--- src/rtl/syndcnt_pkg.sv ---
// Shared types and helpers for the syndcnt_reload down-counter slice.
// The optional reload register is enabled by defining SYNDCNT_RELOAD_EN.
package syndcnt_pkg;

    typedef enum logic [1:0] {
        IDLE = 2'b00,
        RUN  = 2'b01,
        DONE = 2'b10
    } syndcntState_e;

    localparam int MAX_WIDTH = 32;

    // Constant all-ones mask of the requested width, usable in parameter context.
    function automatic logic [MAX_WIDTH-1:0] allOnes(input int width);
        logic [MAX_WIDTH-1:0] ones;
        ones = '0;
        for (int i = 0; i < MAX_WIDTH; i++) begin
            if (i < width) begin
                ones[i] = 1'b1;
            end
        end
        return ones;
    endfunction

endpackage

--- src/rtl/syndcnt_ctl.sv ---
// One-shot arm/expire FSM and sticky underflow flag for syndcnt_reload.
// Produces the counting-allowed, hold-at-zero, underflow and ARMED controls.
module syndcnt_ctl
    import syndcnt_pkg::*;
#(
    parameter int ONESHOT = 0
) (
    input  logic clk_i,
    input  logic resl_i,
    input  logic ldl_i,
    input  logic ci_i,
    input  logic zero_i,
    input  logic ackl_i,
    output logic countEn_o,
    output logic holdZero_o,
    output logic uflow_o,
    output logic armed_o,
    output logic ufl_o
);

    localparam syndcntState_e RESET_STATE = (ONESHOT != 0) ? IDLE : RUN;

    syndcntState_e state_q, state_d;
    logic          ufl_q, ufl_d;

    always_ff @(posedge clk_i or negedge resl_i) begin
        if (!resl_i) begin
            state_q <= RESET_STATE;
            ufl_q   <= 1'b0;
        end else begin
            state_q <= state_d;
            ufl_q   <= ufl_d;
        end
    end

    always_comb begin
        countEn_o  = (state_q == RUN);
        uflow_o    = ci_i & zero_i & countEn_o;
        holdZero_o = uflow_o & (ONESHOT != 0);
        armed_o    = countEn_o;
        ufl_o      = ufl_q;

        // Setting on underflow takes precedence over an acknowledge on the same edge.
        ufl_d = ufl_q;
        if (uflow_o) begin
            ufl_d = 1'b1;
        end else if (!ackl_i) begin
            ufl_d = 1'b0;
        end

        state_d = state_q;
        if (ONESHOT == 0) begin
            state_d = RUN;
        end else begin
            case (state_q)
                IDLE: begin
                    if (!ldl_i) begin
                        state_d = RUN;
                    end
                end
                RUN: begin
                    if (ldl_i && uflow_o) begin
                        state_d = DONE;
                    end
                end
                DONE: begin
                    if (!ldl_i) begin
                        state_d = RUN;
                    end
                end
                default: state_d = IDLE;
            endcase
        end
    end

endmodule

--- src/rtl/syndcnt_reload.sv ---
// Parametrised cascadable down-counter with preset, parallel load, sticky underflow
// and one-shot mode. Define SYNDCNT_RELOAD_EN to add the programmable reload register.
module syndcnt_reload
    import syndcnt_pkg::*;
#(
    parameter int WIDTH   = 8,
    parameter int ONESHOT = 0
) (
    input  logic             clk_i,
    input  logic             resl_i,
    input  logic             prl_i,
    input  logic             ldl_i,
    input  logic [WIDTH-1:0] ldv_i,
    input  logic             ci_i,
    input  logic             ackl_i,
    output logic [WIDTH-1:0] q_o,
    output logic [WIDTH-1:0] qb_o,
    output logic             co_o,
    output logic             ufl_o,
    output logic             armed_o
`ifdef SYNDCNT_RELOAD_EN
    ,
    output logic [WIDTH-1:0] rldq_o
`endif
);

    localparam logic [MAX_WIDTH-1:0] ONES_FULL = allOnes(WIDTH);
    localparam logic [WIDTH-1:0]     ALL_ONES  = ONES_FULL[WIDTH-1:0];

    logic [WIDTH-1:0] count_q, count_d;
    logic [WIDTH-1:0] wrapVal;
    logic             zero;
    logic             countEn;
    logic             holdZero;
    logic             uflow;

    assign zero = (count_q == '0);

    syndcnt_ctl #(
        .ONESHOT(ONESHOT)
    ) u_ctl (
        .clk_i      (clk_i),
        .resl_i     (resl_i),
        .ldl_i      (ldl_i),
        .ci_i       (ci_i),
        .zero_i     (zero),
        .ackl_i     (ackl_i),
        .countEn_o  (countEn),
        .holdZero_o (holdZero),
        .uflow_o    (uflow),
        .armed_o    (armed_o),
        .ufl_o      (ufl_o)
    );

`ifdef SYNDCNT_RELOAD_EN
    logic [WIDTH-1:0] rld_q, rld_d;

    always_ff @(posedge clk_i or negedge resl_i) begin
        if (!resl_i) begin
            rld_q <= ALL_ONES;
        end else begin
            rld_q <= rld_d;
        end
    end

    // Reset value of all ones keeps the wrap identical to the plain counter until a load.
    always_comb begin
        rld_d   = ldl_i ? rld_q : ldv_i;
        wrapVal = (ONESHOT == 0) ? rld_q : ALL_ONES;
    end

    assign rldq_o = rld_q;
`else
    assign wrapVal = ALL_ONES;
`endif

    always_ff @(posedge clk_i or negedge resl_i) begin
        if (!resl_i) begin
            count_q <= '0;
        end else begin
            count_q <= count_d;
        end
    end

    always_comb begin
        count_d = count_q;
        if (!prl_i) begin
            count_d = ALL_ONES;
        end else if (!ldl_i) begin
            count_d = ldv_i;
        end else if (countEn && ci_i) begin
            if (holdZero) begin
                count_d = count_q;
            end else if (zero) begin
                count_d = wrapVal;
            end else begin
                count_d = count_q - WIDTH'(1);
            end
        end
    end

    assign q_o  = count_q;
    assign qb_o = ~count_q;
    assign co_o = uflow;

endmodule
--- config.mk ---
export PLATFORM = sky130hd
export DESIGN_NAME = syndcnt_reload
export DESIGN_NICKNAME = d
export VERILOG_FILES = /design/src/rtl/syndcnt_pkg.sv /design/src/rtl/syndcnt_ctl.sv /design/src/rtl/syndcnt_reload.sv
export SDC_FILE = /design/constraint.sdc
export NUM_CORES = 1
export LEC_CHECK = 0
export BUFFER_PORTS_ARGS = -buffer_cell sky130_fd_sc_hd__buf_2
export CAP_MARGIN = 20
export CELL_PAD_IN_SITES_DETAIL_PLACEMENT = 0
export CELL_PAD_IN_SITES_GLOBAL_PLACEMENT = 1
export CORE_ASPECT_RATIO = 0.8
export CORE_UTILIZATION = 33
export DETAILED_ROUTE_END_ITERATION = 12
export GPL_TIMING_DRIVEN = 0
export PLACE_DENSITY_LB_ADDON = 0.1
export SYNTH_ARGS = -nofsm -noshare
export SYNTH_HDL_FRONTEND = slang
export SYNTH_SLANG_ARGS = --single-unit
--- constraint.sdc ---
create_clock -name clk_i -period 2.9 [get_ports clk_i]
set_input_delay 0 -clock clk_i [delete_from_list [all_inputs] [get_ports clk_i]]
set_output_delay 0 -clock clk_i [all_outputs]
set_load 0.05 [all_outputs]
After elaboration in Yosys (flattened, before gate mapping)
Cells that the tools add are included.
{"block": "word_totals", "register_bits": 9, "latchBits": 0, "mem_bits_rw": 0, "rom_bits": 0, "input_bits": 14, "out_inout_bits": 19, "n_memories": 0}
{"block": "op_classes", "add_sub_neg": 1, "n_mul": 0, "div": 0, "magnitude_cmp": 0, "n_eq_ne": 2, "shifts": 0, "muxes": 6, "bitwise": 2, "n_reduce_logical": 1}
{"operator": "$mux W8", "n": 4}
{"operator": "$logic_not A8 Y1", "n": 1}
{"operator": "$not A8 Y8", "n": 1}
{"operator": "$sub A8 B1 Y8 const B", "n": 1}
{"operator": "$ne A3 B2 Y1 const B", "n": 1}
{"operator": "$mux W1", "n": 2}
{"operator": "$ne A2 B1 Y1 const B", "n": 1}
{"operator": "$and A1 B1 Y1", "n": 1}

Logic depth before layout (Yosys ltp)
Gate-level depths: netlist of run 1.
{"block": "logic_depth", "depth_word": 5, "depth_mapped": 6, "mapped_depth_nobuf": 6}

Hierarchy
From an unflattened synthesis of run 1, not the netlist that was laid out.
{"block": "unflattened", "cells_unflattened": 80, "hier_area_um2": 691.9}
{"mod": "syndcnt_reload", "n_inst": 1, "cells_each": 72, "area_per_inst_um2": 620.6, "seq_area_each_um2": 200.2}
{"mod": "syndcnt_ctl", "n_inst": 1, "cells_each": 8, "area_per_inst_um2": 71.3, "seq_area_each_um2": 25.0}

Worst setup path after synthesis of run 1
Ideal clock, no wire load.
{"block": "synth_path", "path_type": "flip-flop to flip-flop", "start": "register count_q[0], in the netlist q_o[0]", "end": "register count_q[3], in the netlist q_o[3]", "arrival_ps": 2154, "t_required_ps": 2765, "setup_slack_ps": 612, "path_stages_with_launch": 7, "path_buffers": 0, "period_less_slack_ps": 2288, "cell_sequence": "dfrtp_1 inv_1 ha_1 nor3b_2 and2_4 o32a_1 a2bb2oi_1"}
{"block": "synth_between", "elab_chain_len": 5, "word_cells_on_any_way": 6}
{"element": "from (decl)", "line": "syndcnt_reload.sv:30", "source": "logic [WIDTH-1:0] count_q, count_d;"}
{"element": "from (signal assigned)", "line": "syndcnt_reload.sv:81", "source": "count_q <= count_d;"}
{"element": "$sub A8 B1 Y8 / $logic_not A8 Y1 (equally long branches)", "line": "syndcnt_reload.sv:97, syndcnt_reload.sv:37"}
{"element": "$mux W8 *", "line": "syndcnt_reload.sv:94", "source": "end else if (zero) begin"}
{"element": "$mux W8 *", "line": "syndcnt_reload.sv:91", "source": "end else if (countEn && ci_i) begin"}
{"element": "$mux W8 *", "line": "syndcnt_reload.sv:89", "source": "end else if (!ldl_i) begin"}
{"element": "$mux W8 *", "line": "syndcnt_reload.sv:87", "source": "if (!prl_i) begin"}
Mark *: on every way between the ends. The rest lies on a longest branch, timed or not. The select of a mux whose other input is x is not followed.
A chain may end at the register's enable or synchronous reset.

Worst setup path in the final report of run 1
{"block": "layout_path", "start": "register count_q[0], in the netlist q_o[0]", "end": "output co_o"}
{"block": "layout_between", "elab_chain_len": 2}
{"element": "$logic_not A8 Y1", "line": "syndcnt_reload.sv:37", "source": "assign zero = (count_q == '0);"}
{"element": "$and A1 B1 Y1", "line": "syndcnt_ctl.sv:38", "source": "uflow_o = ci_i & zero_i & countEn_o;"}
{"element": "to (decl)", "line": "syndcnt_reload.sv:18", "source": "output logic co_o,"}
Every way passes these cells.

==> out/metrics.csv, run 1 <==
stage;metric;value;unit
yosys;post-synth top area share;0.335;
power;sw power;157;uW
timing;total negative setup slack;0;ps
grt;first-pass GRT wire length;2.85;mm
yosys;Syn Inst Count;83;
yosys;Syn Area/Cell;8.11;sq um
critical_path;CP max FO;7;
yosys;largest cells by area after synthesis;dfrtp_1 (33%), inv_1 (7.2%), o21ai_0 (5.2%), nand2_1 (3.9%), ha_1 (3.7%);
grt;antenna violations before repair;0;
yosys;Yosys cell types;35;
critical_path;worst r2r path cells;6;
die;Site Rows;14;
hold_path;hold-critical path depth;3;
clock_tree;Worst-Skew Late Latency;260;ps
grt;largest net degree at the start of global routing;11;
critical_path;CP required;2900;ps
die;Initial Util;0.356;
placed_design;dpl ws;1210;ps
clock_tree;cts hold-fix bufs;3;
power;Pint;224;uW
clock_tree;CTS resizes;0;
critical_path;critical path startpoint category;register;
final_layout;ratio of cells with drive above 1 in the final layout;0.353;
clock_tree;H-tree Lvls;1;
power;Clock power frac;0.254;
clock_tree;total CTS buffers;3;
timing;Final min period;1730;ps
die;Die Y;42.4;um
clock_tree;clock sinks;9;
grt;via count of the first global-routing pass;613;
final_layout;fill count;209;
timing;fin crit share;0.597;
yosys;asr flop ratio synth;1.00;
drt;drt total wl;1.72;mm
placed_design;Placer Congestion;0.780;
power;IR drop worst, VDD;0.000225;V
timing;RSZ-0062 raised after global routing;false;
drt;drt first-iter violations;17;
timing;max-slew violations;0;
power;Sequential Power Share;0.390;
timing;Worst Setup Slack, final;1170;ps
timing;Fin. Hold Viols;0;
clock_tree;CTS clk-pin slew, worst paths;60;ps
timing;worst clock skew;2.33;ps
clock_tree;Clock Tree Buf Depth;2;
clock_tree;CTS Root Cell;clkbuf_4;
timing;final setup fails;0;
power;Sw Share;0.412;
timing;max frequency;578;MHz
grt;total gr overflow;0;
yosys;Synth top cells by count;inv_1 (13), dfrtp_1 (9), nand2_1 (7), o21ai_0 (7), nor2_1 (6);
yosys;Synth area leader;dfrtp_1;
final_layout;area delta synth->final;34.4;%
placed_design;Placed Instances;136;
final_layout;nets;136;
drt;Post-DRT Antenna Nets;0;
drt;drt wl/cell;12.0;um
clock_tree;post-CTS repair timing setup buffer count;0;
yosys;synthesis-stage register bit count;9;
drt;drc violations;0;
yosys;most frequently used flop master after synthesis;dfrtp_1;
die;Die ar.;2230;sq um
critical_path;Setup Crit Path Kind;register to primary output;
final_layout;final instance count without filler cells;143;
grt;total track usage;0.182;
placed_design;# port buffers;29;
yosys;post-synthesis net count;99;
die;die width;52.5;um
drt;number of detailed-route iterations in the first pass;4;
die;IO Pins;33;
yosys;synthesized area;673;sq um
power;logic gate share of total power;0.356;
power;power per cell area;421;nW/um^2
drt;Via density;4.91;
die;Core ar.;1890;sq um
yosys;post-synthesis sequential area ratio;0.335;
yosys;yosys warns;0;
critical_path;nature of the critical path endpoint;primary output;
placed_design;post-DP HPWL;1.33;mm
flow_run;Max Cap Viol;0;
yosys;most frequent cell after synthesis;inv_1;
clock_tree;CTS tree;done;
critical_path;crit path DAT;1730;ps
power;Leak;0.000475;uW
outcome;status;completed;
hold_path;worst hold path class;input pin to register;
drt;vias;702;
final_layout;diode count;0;
yosys;Post-synth EDFFs;0;
[per-stage QoR]
| stage | utilization | hold slack (ps) | power [uW] | area [sq um] |
|---|---|---|---|---|
| after detailed placement | 0.448 | -130 | 285 | 848 |
| final | 0.478 | 26.9 | 381 | 905 |
| after CTS | 0.478 | 32.2 | 387 | 905 |
| after floorplan | - | -296 | 248 | 673 |
| after global placement | 0.448 | -131 | 284 | 848 |
| after global routing | 0.478 | 62.7 | 406 | 905 |
[registers in the layout (all words and copies together), names as in the netlist]
register     count
q_o              8
u_ctl.ufl_o      1
[final timing paths]
check	from	end	slack, ps
worst max-delay path	q_o[0]$_DFFE_PN0P_	co_o	1170
worst min-delay path	ldv_i[0]	q_o[0]$_DFFE_PN0P_	30
worst max register to register	q_o[0]$_DFFE_PN0P_	q_o[3]$_DFFE_PN0P_	1190
worst min register to register	u_ctl.ufl_o$_DFFE_PN0P_	u_ctl.ufl_o$_DFFE_PN0P_	480
max in group asynchronous	resl_i	q_o[1]$_DFFE_PN0P_	2580
min in group asynchronous	resl_i	q_o[0]$_DFFE_PN0P_	130
[area by class of cell]
| cell class | instances | area, sq um | share of cell area |
|---|---|---|---|
| buffer | 5 | 25.0 | 0.0277 |
| inverter | 13 | 48.8 | 0.0539 |
| clock buffer | 4 | 26.3 | 0.0290 |
| tap | 24 | 30.0 | 0.0332 |
| timing repair buffer | 32 | 175 | 0.194 |
| sequential | 9 | 225 | 0.249 |
| multi-input combinational | 56 | 374 | 0.414 |
[worst max-delay path, cell delays in order, from the launching register on]
cell     delay [ps]
dfrtp_1         450
inv_1           130
ha_1            140
nor3b_2         250
and3_2          240
buf_2           260
[power groups by stage]
stage | logic, uW | registers, uW | clock network [uW]
floorplan | 70.3 | 178 | 0
global placement | 133 | 151 | 0
detailed placement | 133 | 151 | 0
CTS | 137 | 149 | 101
global route | 146 | 151 | 109
finish | 136 | 149 | 96.7
[cell families (layout without fill, tap and decap cells)]
logic type	Yosys count	in the layout	synth area share
adders and majority gates	2	2	0.0372
and+or+nand+nor	29	29	0.262
AOI/OAI and AO/OA	23	23	0.236
DFF	9	9	0.335
other	1	1	0.00557
buffers and inverters	18	54	0.110
muxes	1	1	0.0149
[metal layers]
metal	vias up	share of wire	GRT usage
met4	0	0.011	0.0632
met3	2	0.084	0.0652
met2	28	0.44	0.263
met1	310	0.46	0.249
met5	-	0	0
li1	362	-	-
[layout by cell type (no fill, tap or decap)]
cell type / netlist / final
and3_2: 1 / 1
nor3_1: 2 / 2
a221oi_2: 1 / 1
mux2i_1: 1 / 1
dlygate4sd3_1: 0 / 3
o21ai_0: 7 / 7
dfrtp_1: 9 / 9
o32a_1: 1 / 1
a31o_1: 1 / 1
buf_4: 1 / 1
nand2b_1: 2 / 2
nor4b_2: 1 / 1
o221ai_1: 1 / 1
a31o_2: 1 / 1
nand4_1: 3 / 3
buf_2: 2 / 31
clkbuf_4: 0 / 3
nand2_1: 7 / 7
o211ai_1: 1 / 1
a31oi_1: 1 / 1
o2111ai_1: 1 / 1
clkbuf_1: 2 / 3
nor4_4: 1 / 1
a21oi_1: 3 / 3
o22ai_1: 1 / 1
a2bb2oi_1: 1 / 1
nand3_1: 3 / 3
inv_1: 13 / 13
a21o_1: 1 / 1
nor2_1: 6 / 6
a22oi_1: 1 / 1
and3_1: 1 / 1
conb_1: 1 / 1
and2_4: 1 / 1
nor3b_2: 1 / 1
o21ai_1: 1 / 1
ha_1: 2 / 2
No activity file was read; power rests on OpenSTA's default activity.
==> inputs of run 2 (changes only) <==
--- a/config.mk
+++ b/config.mk
@@ -10,7 +10,7 @@
 export CELL_PAD_IN_SITES_DETAIL_PLACEMENT = 0
 export CELL_PAD_IN_SITES_GLOBAL_PLACEMENT = 1
 export CORE_ASPECT_RATIO = 0.8
-export CORE_UTILIZATION = 33
+export CORE_UTILIZATION = 28
 export DETAILED_ROUTE_END_ITERATION = 12
 export GPL_TIMING_DRIVEN = 0
 export PLACE_DENSITY_LB_ADDON = 0.1
==> constraint.sdc (replaced) <==
create_clock -name clk_i -period 1.5 [get_ports clk_i]
set_input_delay 0 -clock clk_i [delete_from_list [all_inputs] [get_ports clk_i]]
set_output_delay 0 -clock clk_i [all_outputs]
set_load 0.05 [all_outputs]
==> out/metrics.csv, run 2 (same netlist as run 1, synthesis figures left out) <==
stage;metric;value;unit
outcome;status;complete, but fails checks;
clock_tree;CTS tree;done;
critical_path;worst r2r path cells;6;
critical_path;critical path startpoint category;register;
final_layout;max FFs per register;8;
critical_path;Setup Crit Path Kind;register to register;
hold_path;Hold EP;q_o[0]$_DFFE_PN0P_;
timing;Fin. Hold Viols;0;
die;Initial Util;0.304;
final_layout;diode count;0;
critical_path;crit path DAT;1660;ps
drt;Via density;4.91;
power;Leak;0.000490;uW
drt;vias;732;
grt;via count of the first global-routing pass;631;
die;Site Rows;15;
final_layout;register area;230;sq um
clock_tree;H-tree Lvls;1;
final_layout;area delta synth->final;48.7;%
grt;first-pass GRT wire length;2.95;mm
grt;met3 usage;0.0511;
placed_design;dpl ws;-135;ps
drt;drt total wl;1.95;mm
drt;drc violations;4;
final_layout;commonest non-fill, non-tap cells in the layout;buf_2 (30), inv_1 (11), nand2_1 (7);
final_layout;fill count;232;
die;Die Y;45.9;um
outcome;violated checks;DRC, setup timing;
grt;total gr overflow;0;
clock_tree;Worst-Skew Late Latency;260;ps
clock_tree;total CTS buffers;3;
timing;Slew HR;0.664;
hold_path;worst hold path class;input pin to register;
hold_path;hold path start;ldv_i[0];
power;Pint;452;uW
die;Die ar.;2610;sq um
timing;max-slew violations;0;
clock_tree;CTS Root Cell;clkbuf_4;
hold_path;hold-critical path depth;3;
power;Sequential Power Share;0.372;
critical_path;FF-to-FF Start;q_o[0]$_DFFE_PN0P_;
power;Clock power frac;0.250;
die;Core ar.;2210;sq um
power;Sw Share;0.418;
critical_path;CP required;1640;ps
clock_tree;clock sinks;9;
power;logic gate share of total power;0.378;
final_layout;multi-input logic area;409;sq um
critical_path;worst r2r dst;q_o[3]$_DFFE_PN0P_;
grt;GRT Max-Usage Layer;met2;
drt;drt wl/cell;13.1;um
die;IO Pins;33;
die;die width;56.8;um
power;IR drop worst, VDD;0.000384;V
timing;Worst Setup Slack, final;-27.4;ps
timing;final setup fails;1;
final_layout;commonest non-fill, non-tap cell in the layout;buf_2;
timing;Final min period;1530;ps
flow_run;Max Cap Viol;0;
drt;Post-DRT Antenna Nets;0;
grt;grt met1 use;0.206;
clock_tree;CTS clk-pin slew, worst paths;70;ps
placed_design;# port buffers;29;
final_layout;ratio of cells with drive above 1 in the final layout;0.460;
placed_design;post-DP HPWL;1.38;mm
final_layout;nets;141;
timing;max frequency;655;MHz
power;sw power;325;uW
grt;largest net degree at the start of global routing;11;
drt;drt first-iter violations;30;
placed_design;Placer Congestion;0.794;
critical_path;worst reg-to-reg setup slack;-30;ps
timing;worst clock skew;1.75;ps
timing;total negative setup slack;-27.4;ps
critical_path;nature of the critical path endpoint;register;
timing;Tightest Pin Transition;504;ps
timing;RSZ-0062 raised after global routing;true;
drt;number of detailed-route iterations in the first pass;8;
grt;M2 GR Usage;0.250;
clock_tree;Clock Tree Buf Depth;2;
grt;total track usage;0.157;
grt;antenna violations before repair;0;
power;power per cell area;777;nW/um^2
critical_path;CP max FO;5;
timing;fin crit share;1.02;
## run 2: final cells by class
cell class	count	share of cell area
multi-input combinational	56	0.409
timing repair buffer	37	0.223
tap	25	0.0313
sequential	9	0.230
clock buffer	4	0.0263
inverter	13	0.0563
buffer	5	0.0250
## run 2: power by group through the flow
stage               Clock [uW]  Sequential (uW)  Combinational (uW)
finish                     195              289                 294
global route               216              293                 314
CTS                        206              288                 292
detailed placement           0              298                 268
global placement             0              298                 268
floorplan                    0              349                 144
## run 2: worst max path at each step
stage	start	endpoint	slack, ps	cells past startpoint
5_1_grt	q_o[1]$_DFFE_PN0P_	q_o[3]$_DFFE_PN0P_	-80	6
3_3_place_gp	q_o[0]$_DFFE_PN0P_	q_o[3]$_DFFE_PN0P_	-120	6
2_1_floorplan	q_o[0]$_DFFE_PN0P_	q_o[3]$_DFFE_PN0P_	-540	6
4_1_cts	q_o[0]$_DFFE_PN0P_	q_o[3]$_DFFE_PN0P_	-30	6
3_5_place_dp	q_o[0]$_DFFE_PN0P_	q_o[3]$_DFFE_PN0P_	-140	6
6_report	q_o[0]$_DFFE_PN0P_	q_o[3]$_DFFE_PN0P_	-30	6
## run 2: metal layers
layer  routed length, um  vias up
li1                    -      371
met1                 966      335
met2                 868       24
met3                 102        2
met4                  12        0
met5                   0        -
## run 2: timing repair
item,CTS,global route
buffers inserted,5,0
resized for setup,4,5
pin swaps,1,1
hold buffers,3,0
setup endpoints to repair,3,5
hold endpoints to repair,11,0
## run 2: critical path, cell delays in order, from the launching register on
cell        delay (ps)
dfrtp_2            390
clkinvlp_4         110
ha_4               160
nor3b_4            150
and2_4             170
o32a_1             290
a2bb2oi_2          130
## run 2: per-stage QoR
step	cells	utilization	hold slack (ps)	area (sq um)	total power (uW)
5_1_grt	149	0.452	35.3	1000	823
6_report	149	0.452	22.6	1000	777
3_3_place_gp	137	0.398	-128	882	566
3_5_place_dp	137	0.398	-127	882	566
2_1_floorplan	83	-	-296	706	493
4_1_cts	149	0.446	17.0	987	786
